==> src/rtl/pipelined_prefix_adder.sv <==
// Pipelined Kogge-Stone adder/subtractor with a valid/ready stream interface,
// a sideband tag and carry/overflow/zero flags. Registers sit after every SPLIT prefix levels.
module pipelined_prefix_adder #(
  parameter int unsigned BW    = 16,
  parameter int unsigned SPLIT = 1,
  parameter int unsigned TW    = 4
) (
  input  logic          CLK,
  input  logic          RESETn,
  input  logic          flush,
  input  logic          in_valid,
  output logic          in_ready,
  input  logic [BW-1:0] a,
  input  logic [BW-1:0] b,
  input  logic          cin,
  input  logic          op,
  input  logic [TW-1:0] tag,
  output logic          out_valid,
  input  logic          out_ready,
  output logic [BW-1:0] sum,
  output logic          cout,
  output logic          ovf,
  output logic          zero,
  output logic [TW-1:0] out_tag
);

  // Prefix positions 0..BW map to bit positions -1..BW-1 (position 0 is the carry-in).
  localparam int N      = BW + 1;
  localparam int LEVELS = $clog2(N);
  localparam int SP     = SPLIT;
  localparam int NR     = (LEVELS - 1) / SP;
  localparam int NRA    = (NR > 0) ? NR : 1;

  // Group generate after applying prefix levels lo..hi; the group P is rebuilt internally.
  function automatic logic [N-1:0] ks_g(input logic [N-1:0] g_i, input logic [N-1:0] p_i,
                                        input int lo, input int hi);
    logic [N-1:0] g, p, gn, pn;
    int span;
    g = g_i;
    p = p_i;
    for (int k = 1; k <= LEVELS; k++) begin
      if (k >= lo && k <= hi) begin
        span = 1 << (k - 1);
        gn   = g;
        pn   = p;
        for (int j = 0; j < N; j++) begin
          if (j >= span) begin
            gn[j] = g[j] | (p[j] & g[j-span]);
            pn[j] = (j >= 2 * span) ? (p[j] & p[j-span]) : 1'b0;
          end
        end
        g = gn;
        p = pn;
      end
    end
    return g;
  endfunction

  // Group propagate after levels lo..hi; spans that reach the carry-in are grey cells (P = 0).
  function automatic logic [N-1:0] ks_p(input logic [N-1:0] p_i, input int lo, input int hi);
    logic [N-1:0] p, pn;
    int span;
    p = p_i;
    for (int k = 1; k <= LEVELS; k++) begin
      if (k >= lo && k <= hi) begin
        span = 1 << (k - 1);
        pn   = p;
        for (int j = 0; j < N; j++) begin
          if (j >= span) pn[j] = (j >= 2 * span) ? (p[j] & p[j-span]) : 1'b0;
        end
        p = pn;
      end
    end
    return p;
  endfunction

  logic          w_stall, w_acc;
  logic [BW-1:0] w_b_eff, w_pb0;
  logic          w_c_eff;
  logic [N-1:0]  w_g0, w_p0;

  assign w_stall  = out_valid & ~out_ready;
  assign in_ready = ~w_stall & ~flush;
  assign w_acc    = in_valid & in_ready;

  assign w_b_eff = op ? ~b : b;
  assign w_c_eff = op ? ~cin : cin;
  assign w_pb0   = a ^ w_b_eff;
  assign w_g0    = {a & w_b_eff, w_c_eff};
  assign w_p0    = {w_pb0, 1'b0};

  // Inputs to the last prefix segment, either straight from preprocessing or from the last rank.
  logic [N-1:0]  w_fg, w_fp;
  logic [BW-1:0] w_fpb;
  logic          w_fv;
  logic [TW-1:0] w_ftag;

  if (NR > 0) begin : g_ranks
    logic [N-1:0]  r_g   [NRA];
    logic [N-1:0]  r_p   [NRA];
    logic [BW-1:0] r_pb  [NRA];
    logic [TW-1:0] r_tag [NRA];
    logic [NRA-1:0] r_v;

    always_ff @(posedge CLK or negedge RESETn) begin
      if (!RESETn) begin
        r_v <= '0;
        for (int r = 0; r < NRA; r++) begin
          r_g[r]   <= '0;
          r_p[r]   <= '0;
          r_pb[r]  <= '0;
          r_tag[r] <= '0;
        end
      end else begin
        if (flush) begin
          r_v <= '0;
        end else if (!w_stall) begin
          r_v[0] <= w_acc;
          for (int r = 1; r < NR; r++) r_v[r] <= r_v[r-1];
        end
        if (!w_stall) begin
          r_g[0]   <= ks_g(w_g0, w_p0, 1, SP);
          r_p[0]   <= ks_p(w_p0, 1, SP);
          r_pb[0]  <= w_pb0;
          r_tag[0] <= tag;
          for (int r = 1; r < NR; r++) begin
            r_g[r]   <= ks_g(r_g[r-1], r_p[r-1], r * SP + 1, (r + 1) * SP);
            r_p[r]   <= ks_p(r_p[r-1], r * SP + 1, (r + 1) * SP);
            r_pb[r]  <= r_pb[r-1];
            r_tag[r] <= r_tag[r-1];
          end
        end
      end
    end

    assign w_fg   = r_g[NR-1];
    assign w_fp   = r_p[NR-1];
    assign w_fpb  = r_pb[NR-1];
    assign w_fv   = r_v[NR-1];
    assign w_ftag = r_tag[NR-1];
  end else begin : g_no_ranks
    assign w_fg   = w_g0;
    assign w_fp   = w_p0;
    assign w_fpb  = w_pb0;
    assign w_fv   = w_acc;
    assign w_ftag = tag;
  end

  // w_gf[i] is the carry into bit i; w_gf[BW] is the carry out.
  logic [N-1:0]  w_gf;
  logic [BW-1:0] w_sum;

  assign w_gf  = ks_g(w_fg, w_fp, NR * SP + 1, LEVELS);
  assign w_sum = w_fpb ^ w_gf[BW-1:0];

  logic          r_ov, r_cout, r_ovf, r_zero;
  logic [BW-1:0] r_sum;
  logic [TW-1:0] r_otag;

  always_ff @(posedge CLK or negedge RESETn) begin
    if (!RESETn) begin
      r_ov   <= 1'b0;
      r_sum  <= '0;
      r_cout <= 1'b0;
      r_ovf  <= 1'b0;
      r_zero <= 1'b0;
      r_otag <= '0;
    end else begin
      if (flush) begin
        r_ov <= 1'b0;
      end else if (!w_stall) begin
        r_ov <= w_fv;
      end
      if (!w_stall) begin
        r_sum  <= w_sum;
        r_cout <= w_gf[BW];
        r_ovf  <= w_gf[BW-1] ^ w_gf[BW];
        r_zero <= ~|w_sum;
        r_otag <= w_ftag;
      end
    end
  end

  assign out_valid = r_ov;
  assign sum       = r_sum;
  assign cout      = r_cout;
  assign ovf       = r_ovf;
  assign zero      = r_zero;
  assign out_tag   = r_otag;

endmodule

==> config.mk <==
export PLATFORM = sky130hd
export DESIGN_NAME = pipelined_prefix_adder
export DESIGN_NICKNAME = d
export VERILOG_FILES = /design/src/rtl/pipelined_prefix_adder.sv
export SDC_FILE = /design/constraint.sdc
export NUM_CORES = 1
export LEC_CHECK = 0
export CORE_MARGIN = 2
export CORE_UTILIZATION = 55
export CTS_BUF_LIST = sky130_fd_sc_hd__clkbuf_4
export CTS_CLUSTER_DIAMETER = 60
export DETAILED_ROUTE_END_ITERATION = 7
export PLACE_DENSITY = 0.76
export SLEW_MARGIN = 20
export SYNTH_ARGS = -nofsm -noshare
export SYNTH_HDL_FRONTEND = slang
export SYNTH_SLANG_ARGS = --single-unit
==> constraint.sdc <==
create_clock -name CLK -period 1.9 [get_ports CLK]
set_clock_uncertainty 0.15 [all_clocks]
set_input_delay 0.38 -clock CLK [delete_from_list [all_inputs] [get_ports CLK]]
set_output_delay 0.38 -clock CLK [all_outputs]
set_load 0.005 [all_outputs]
# After elaboration in Yosys (flattened, before gate mapping)
# Index checks and enable logic that the tools add are counted.
# word_totals
ff_bits	214
elab_cells	190
out_inout_bits	25
# classes
n_eq_ne	1
mux	6
n_reduce_logical	2
bitwise_logic	158
# op_table
cell	count
$and A1 B1 Y1	95
$or A1 B1 Y1	54
$xor A16 B16 Y16	2
$and A16 B16 Y16	1
$mux W16	1
$not A16 Y16	1
$reduce_or A16 Y1	1
$mux W4	2
$not A1 Y1	4
$mux W1	3
$ne A2 B2 Y1 const B	1
$logic_not A1 Y1	1
$xor A1 B1 Y1	1

# Depth between registers and ports, before layout
# Gate-level depths: netlist of run 1.
# depth
ltp_word	7
depth_mapped	7

# Worst setup path after synthesis of run 1
# OpenSTA, ideal clock, no wires.
# synth_timing
kind	input to register
from	input op
to	register g_ranks.r_g[56] (netlist bit)
arrival_ns	1.477
path_buffers	2
setup_time_ns	0.131
required_ns	1.619
slack_ns	0.142
stages	6
cell_sequence	buf_2 > buf_2 > xor2_1 > ha_1 > a21oi_1 > o21ai_1
# synth_between
elab_chain_len	4
elab_cells_between_ends	5
cone_classes	mux (1); bitwise (4)
# synth_lines
element	line	source
start: declaration	16	input logic op,
$mux W16	86	assign w_b_eff = op ? ~b : b;
$xor A16 B16 Y16	88	assign w_pb0 = a ^ w_b_eff;
via w_pb0[4]	78	logic [BW-1:0] w_b_eff, w_pb0;
$and A1 B1 Y1	48	gn[j] = g[j] | (p[j] & g[j-span]);
$or A1 B1 Y1	48	
end signal: indexed assignment	127	r_g[r] <= ks_g(r_g[r-1], r_p[r-1], r * SP + 1, (r + 1) * SP);
end: declaration	99	logic [N-1:0] r_g [NRA];
# The timed path passes the listed nets, and every way through them passes these cells.
# A chain may end at the register's enable or synchronous reset.

# Final worst setup path of run 1
# layout_timing
from	register r_ov, in the netlist out_valid
to	output in_ready
# layout_between
elab_chain_len	3
# layout_lines
element	line	source
start: declaration	156	logic r_ov, r_cout, r_ovf, r_zero;
start signal: assignment	172	r_ov <= w_fv;
$and A1 B1 Y1	82	assign w_stall = out_valid & ~out_ready;
$not A1 Y1	83	assign in_ready = ~w_stall & ~flush;
$and A1 B1 Y1	83	
end: declaration	12	output logic in_ready,
# No other way between the ends.

==> reports/metrics.cfg, run 1 <==
[hold_path]
hold_path_end=g_ranks.r_tag[15]$_DFFE_PN0N_
min-delay-start=tag[3]
hold_depth=3
hp-class=in2reg

[drt]
routedWlPerCell_um=13.5
vias_per_cell=5.00
wl_mm=17.3
detail-route-antenna-nets=0
drtIter0Drc=552
vias=6426
first_pass_iters=4
drc=0

[logic_synthesis]
synth_fa_ha_area_share_pct=2.30
synthSimpleGateAreaFrac_pct=22.3
yosysSeqAreaShare_pct=61.4
ys_warn_count=0
synthMuxAreaShare_pct=0.129
postSynthAreaPerCell_um2=9.24
yosysTopAreaCellShare_pct=61.4
synth_cell_type_count=19
synth_compound_area_share_pct=7.40
ys_seq_elements=214
synth_nets=1003
synth_top_cell_by_area=dfrtp_1
synth_area_um2=8720
synth_top_family_by_area=simple AND/OR/NAND/NOR gates
synth_xor_area_share_pct=3.41
synth.area.top_cells=dfrtp_1, nand2_1, a21oi_1
synthCells=944

[timing]
max_freq_ghz=0.534
setup_viol=0
slew-limit-headroom_pct=69.8
tightest_slew_ns=0.453
finalCritPeriodShare_pct=98.5
hold_violations=0
fin_crit_ns=1.87
maxSlewViolCount=0
rsz0062_at_grt=yes
fin_hold_ws_ns=0.126

[worst_setup_path]
crit_fanout=2
critPathLaunchType=register
r2r-end=g_ranks.r_v[2]$_DFFE_PN0P_
cp_cell_sequence=nor2b_4, nor2_1, buf_2
arrival_ns=1.34
cp.required_ns=1.37
cpPeakStageDelay_ns=0.39
critPathKind=reg2out
r2r-start=out_valid$_DFFE_PN0P_
worst-r2r-setup-slack_ns=0.37
ff2ff_path_depth=5
cp_slowest_cell=dfrtp_1
crit_path_end_kind=output pin

[place]
dp.cells=1193
hpwl_mm=11.7
place_congestion=0.816
io_buffers=67

[power]
ir_drop_mv=0.519
p_leak_nw=5.09
power.density_nw_per_um2=1060
total_power_mw=10.9

[global_routing]
antenna_found_initial=1
grt_busiest_layer=met2
use_met1_pct=31.2
track_usage_pct=22.0
grt_remaining_overflow=0
grt_use_met3_pct=4.22
grt_pass1_wl_mm=29.6
grt_pass1_vias=6109
met2_usage_pct=34.4
grt_start_max_net_pins=109

[job]
drv_cap=0

[clock_tree]
cts_buffer_depth=3
numClockSinks=214
cts_root_buf=clkbuf_4
htree_num_levels=2
cts_tree=built
clk_latency_ns=0.63
cts_inserted_buffers=54
clkTransAtPathRegs_ns=0.06

[floorplanning]
start_util_pct=55.5
die_h_um=130
die-width_um=130
rows=46
core_area_um2=15700
fp.dieArea_um2=16900
io_pins=68

[outcome]
status=complete, no violations

[cells_and_area]
final_cells=1285
syn_to_final_growth_pct=18.0
drive_gt1_share_pct=10.0
final_nets=1099

==> cell usage after synthesis (all sizes together) <==
cell type and count:
a21oi 76, buf 37, clkbuf 13, dfrtp 214
ha 16, mux2 1, nand2 431, nand2b 1
nand3 38, nand4 4, nor2 24, nor2b 1
nor4 1, o21ai 53, xnor2 16, xor2 18
==> flip-flops by register name (all words and copies together), names as in the netlist, 4 cells and up <==
register,cells
g_ranks.r_g,51
g_ranks.r_pb,48
g_ranks.r_p,37
w_fg,17
sum,16
w_fpb,16
g_ranks.r_tag,12
g_ranks.r_v,4
out_tag,4
w_ftag,4
==> area by class of cell <==
class / instances / area [um^2]
multi-input cells: 680 / 3110
clock buffers: 77 / 578
fillers: 1298 / 5420
well taps: 216 / 270
repair buffers: 90 / 920
clock inverters: 7 / 52.6
flip-flops and latches: 214 / 5360
diodes: 1 / 2.50
==> worst max-delay path, delay by kind of cell, from the launching register on <==
family	cells	cell delay, ns
buffers and inverters	1	0.11
DFF	1	0.39
and+or+nand+nor	2	0.21
==> metal layers <==
metal	wire length [um]	vias to the layer above	part of all wire, %
li1	-	3243	-
met1	8040	3014	46
met2	8250	152	48
met3	807	17	4.7
met4	231	0	1.3
met5	0	-	0
==> kinds of logic (layout without fill, tap and decap cells) <==
kind of cell             Yosys count  count (layout)
XOR/XNOR                          34              34
flip-flops                       214             214
adder cells (fa/ha/maj)           16              16
multiplexers                       1               1
other                              0               1
buffers and inverters             50             174
AO/OA/AOI/OAI                    129             129
AND/OR/NAND/NOR                  500             500
==> layout by cell type (no fill, tap or decap), drive strengths merged <==
cell	netlist	layout
clkdlybuf4s50	0	41
bufinv	0	1
nand3	38	38
nand2	431	431
clkbuf	13	78
xor2	18	18
inv	0	2
o21ai	53	53
nor2	24	24
mux2	1	1
dfrtp	214	214
xnor2	16	16
diode	0	1
clkdlybuf4s15	0	2
nand4	4	4
buf	37	23
dlygate4sd2	0	21
dlygate4sd3	0	2
nor2b	1	1
clkinv	0	4
ha	16	16
nand2b	1	1
nor4	1	1
a21oi	76	76
==> worst max path at each step <==
stage | startpoint | depth (start not counted) | slack, ns | end
finish | out_valid$_DFFE_PN0P_ | 3 | 0.03 | in_ready
global route | out_valid$_DFFE_PN0P_ | 3 | -0.1 | in_ready
CTS | out_valid$_DFFE_PN0P_ | 3 | -0.03 | in_ready
detailed placement | op | 6 | -0.18 | g_ranks.r_g[62]$_DFFE_PN0N_
global placement | out_ready | 4 | -0.17 | in_ready
floorplan | op | 6 | 0.14 | g_ranks.r_g[56]$_DFFE_PN0N_
==> repair_timing <==
action | 4_1_cts | 5_1_grt
pin swaps | 0 | 0
setup buffers | 4 | 1
hold endpoints to repair | 214 | 0
resized for setup | 32 | 2
hold buffers | 2 | 0
setup endpoints to repair | 25 | 3
==> per-stage QoR <==
stage | cell area [um^2] | utilization (%) | TNS (ns) | worst slack (ns)
floorplan | 8720 | - | 0 | 0.142
global placement | 9630 | 61.3 | -3.84 | -0.173
detailed placement | 9630 | 61.3 | -5.57 | -0.182
CTS | 10300 | 65.4 | -0.0260 | -0.0260
global route | 10300 | 65.5 | -0.0999 | -0.0999
finish | 10300 | 65.5 | 0 | 0.0282
==> power breakdown <==
part           internal (mW)  total (mW)  switching (mW)
logic                  0.733        1.47           0.741
clock network           1.96        3.63            1.67
registers               5.27        5.78           0.510
total                   7.97        10.9            2.92
Power figures use the tool's default switching activity.
==> run 2: changes to the inputs <==
- RECOVER_POWER: unset -> 50
==> run 2 against run 1 <==
  * Setup slack worse by 0.010 ns
  * Power about the same
  * Sequential power about the same
  * Wire length barely moved
  * Core utilization shrank 0.51 points
  * Register-to-register slack worse by 0.17 ns
  * Highest routed layer unchanged
  * Clock power about the same
  * Die area is the same
==> reports/metrics.cfg, run 2 (synthesized netlist as in run 1, its figures left out) <==
[clock_tree]
numClockSinks=214
cts_buffer_depth=3
htree_num_levels=2
clkTransAtPathRegs_ns=0.06
cts_root_buf=clkbuf_4
clk_latency_ns=0.64
cts_inserted_buffers=54
cts_tree=built

[place]
place_congestion=0.816
placed_cell_area_um2=9630
hpwl_mm=11.7
io_buffers=67
place_ws_ns=-0.182

[drt]
drtIter0Drc=536
drc=0
detail-route-antenna-nets=0
first_pass_iters=6
wl_met2_mm=8.23
dr_wl_met3_um=734
routed.top_layer=met4
vias_per_cell=5.00
wl_mm=17.3
vias=6419
routedWlPerCell_um=13.5
drt-met1-wl_mm=8.13

[global_routing]
grt_start_max_net_pins=109
grt_pass1_wl_mm=29.6
grt_pass1_vias=6109
grt_remaining_overflow=0
track_usage_pct=22.0
antenna_found_initial=1

[cells_and_area]
fin_area_um2=10200
utilization_pct=65.0
seq_area_um2=5360
final_nets=1099
top_register=g_ranks.r_g
largestRegisters=g_ranks.r_g: 51 flops, g_ranks.r_pb: 48 flops, g_ranks.r_p: 37 flops
largest_reg_flops=51
final_common_cell=nand2_1
drive_gt1_share_pct=9.74
multi_input_area_um2=3110
syn_to_final_growth_pct=17.1
fillers=1312
most-common-layout-cells=nand2_1, dfrtp_1, clkbuf_4

[floorplanning]
core_area_um2=15700
die_h_um=130
die-width_um=130
start_util_pct=55.5
rows=46
io_pins=68
fp.dieArea_um2=16900

[outcome]
status=complete, no violations

[job]
drv_cap=0

[worst_setup_path]
cp.required_ns=1.37
crit_path_end_kind=output pin
critPathLaunchType=register
arrival_ns=1.35
critPathKind=reg2out
crit_fanout=2

[timing]
tightest_slew_ns=1.14
setup_ws_ns=0.0178
finalCritPeriodShare_pct=99.1
maxSlewViolCount=0
rsz0062_at_grt=yes
max_freq_ghz=0.531
setup_viol=0
hold_violations=0
fin_crit_ns=1.88
slew-limit-headroom_pct=24.3

[power]
p_leak_nw=5.05
power.density_nw_per_um2=1070
total_power_mw=10.9
ir_drop_mv=0.517

[hold_path]
hp-class=in2reg

[run 2: changes by cell type in the layout (fill, tap and decap cells not counted), sizes merged]
cell / previous run / this run
buf: 23 / 16
clkbuf: 78 / 85
[run 2: where the power goes]
| group | leakage [nW] | switching [mW] | internal [mW] |
|---|---|---|---|
| Sequential | 2.61 | 0.510 | 5.27 |
| Clock | 0.383 | 1.67 | 1.96 |
| Combinational | 2.06 | 0.740 | 0.720 |
[run 2: area by class of cell]
class,count,share of cell area [%]
well taps,216,2.65
diodes,1,0.0245
repair buffers,90,8.22
clock inverters,7,0.515
multi-input cells,680,30.5
flip-flops and latches,214,52.5
clock buffers,77,5.66
[run 2: worst paths after layout]
check | start | to | slack, ns | depth (start not counted)
max | out_valid$_DFFE_PN0P_ | in_ready | 0.02 | 3
min | tag[3] | g_ranks.r_tag[15]$_DFFE_PN0N_ | 0.12 | 3
max reg2reg | out_valid$_DFFE_PN0P_ | w_fg[11]$_DFFE_PN0N_ | 0.20 | 4
min reg2reg | out_tag[1]$_DFFE_PN0N_ | out_tag[1]$_DFFE_PN0N_ | 0.31 | 2
max in group asynchronous | RESETn | out_tag[1]$_DFFE_PN0N_ | 0.20 | 3
min in group asynchronous | RESETn | g_ranks.r_p[61]$_DFFE_PN0N_ | 0.53 | 3
[run 2: layer usage]
metal | vias up | global-route usage (%)
li1 | 3243 | -
met2 | 140 | 34.4
met4 | 0 | 7.97
met3 | 18 | 4.22
met1 | 3018 | 31.2
met5 | - | 0
[run 2: through the flow]
step | hold slack (ns) | std cells | setup TNS [ns]
6_report | 0.115 | 1285 | 0
5_1_grt | 0.0746 | 1285 | -1.21
4_1_cts | 0.0670 | 1283 | -0.0260
3_5_place_dp | 0.0763 | 1193 | -5.57
3_3_place_gp | 0.0758 | 1193 | -3.84
2_1_floorplan | -0.0656 | 944 | 0
[run 2: timing repair]
item                       CTS  global route
setup endpoints to repair   25             3
resized for setup           32             2
hold buffers                 2             0
hold endpoints to repair   214             0
setup buffers                4             1
[run 2: worst max-delay path, cell delays in order, from the launching register on]
cell     delay [ns]
dfrtp_1        0.39
nor2b_4        0.13
nor2_1         0.08
buf_2          0.11
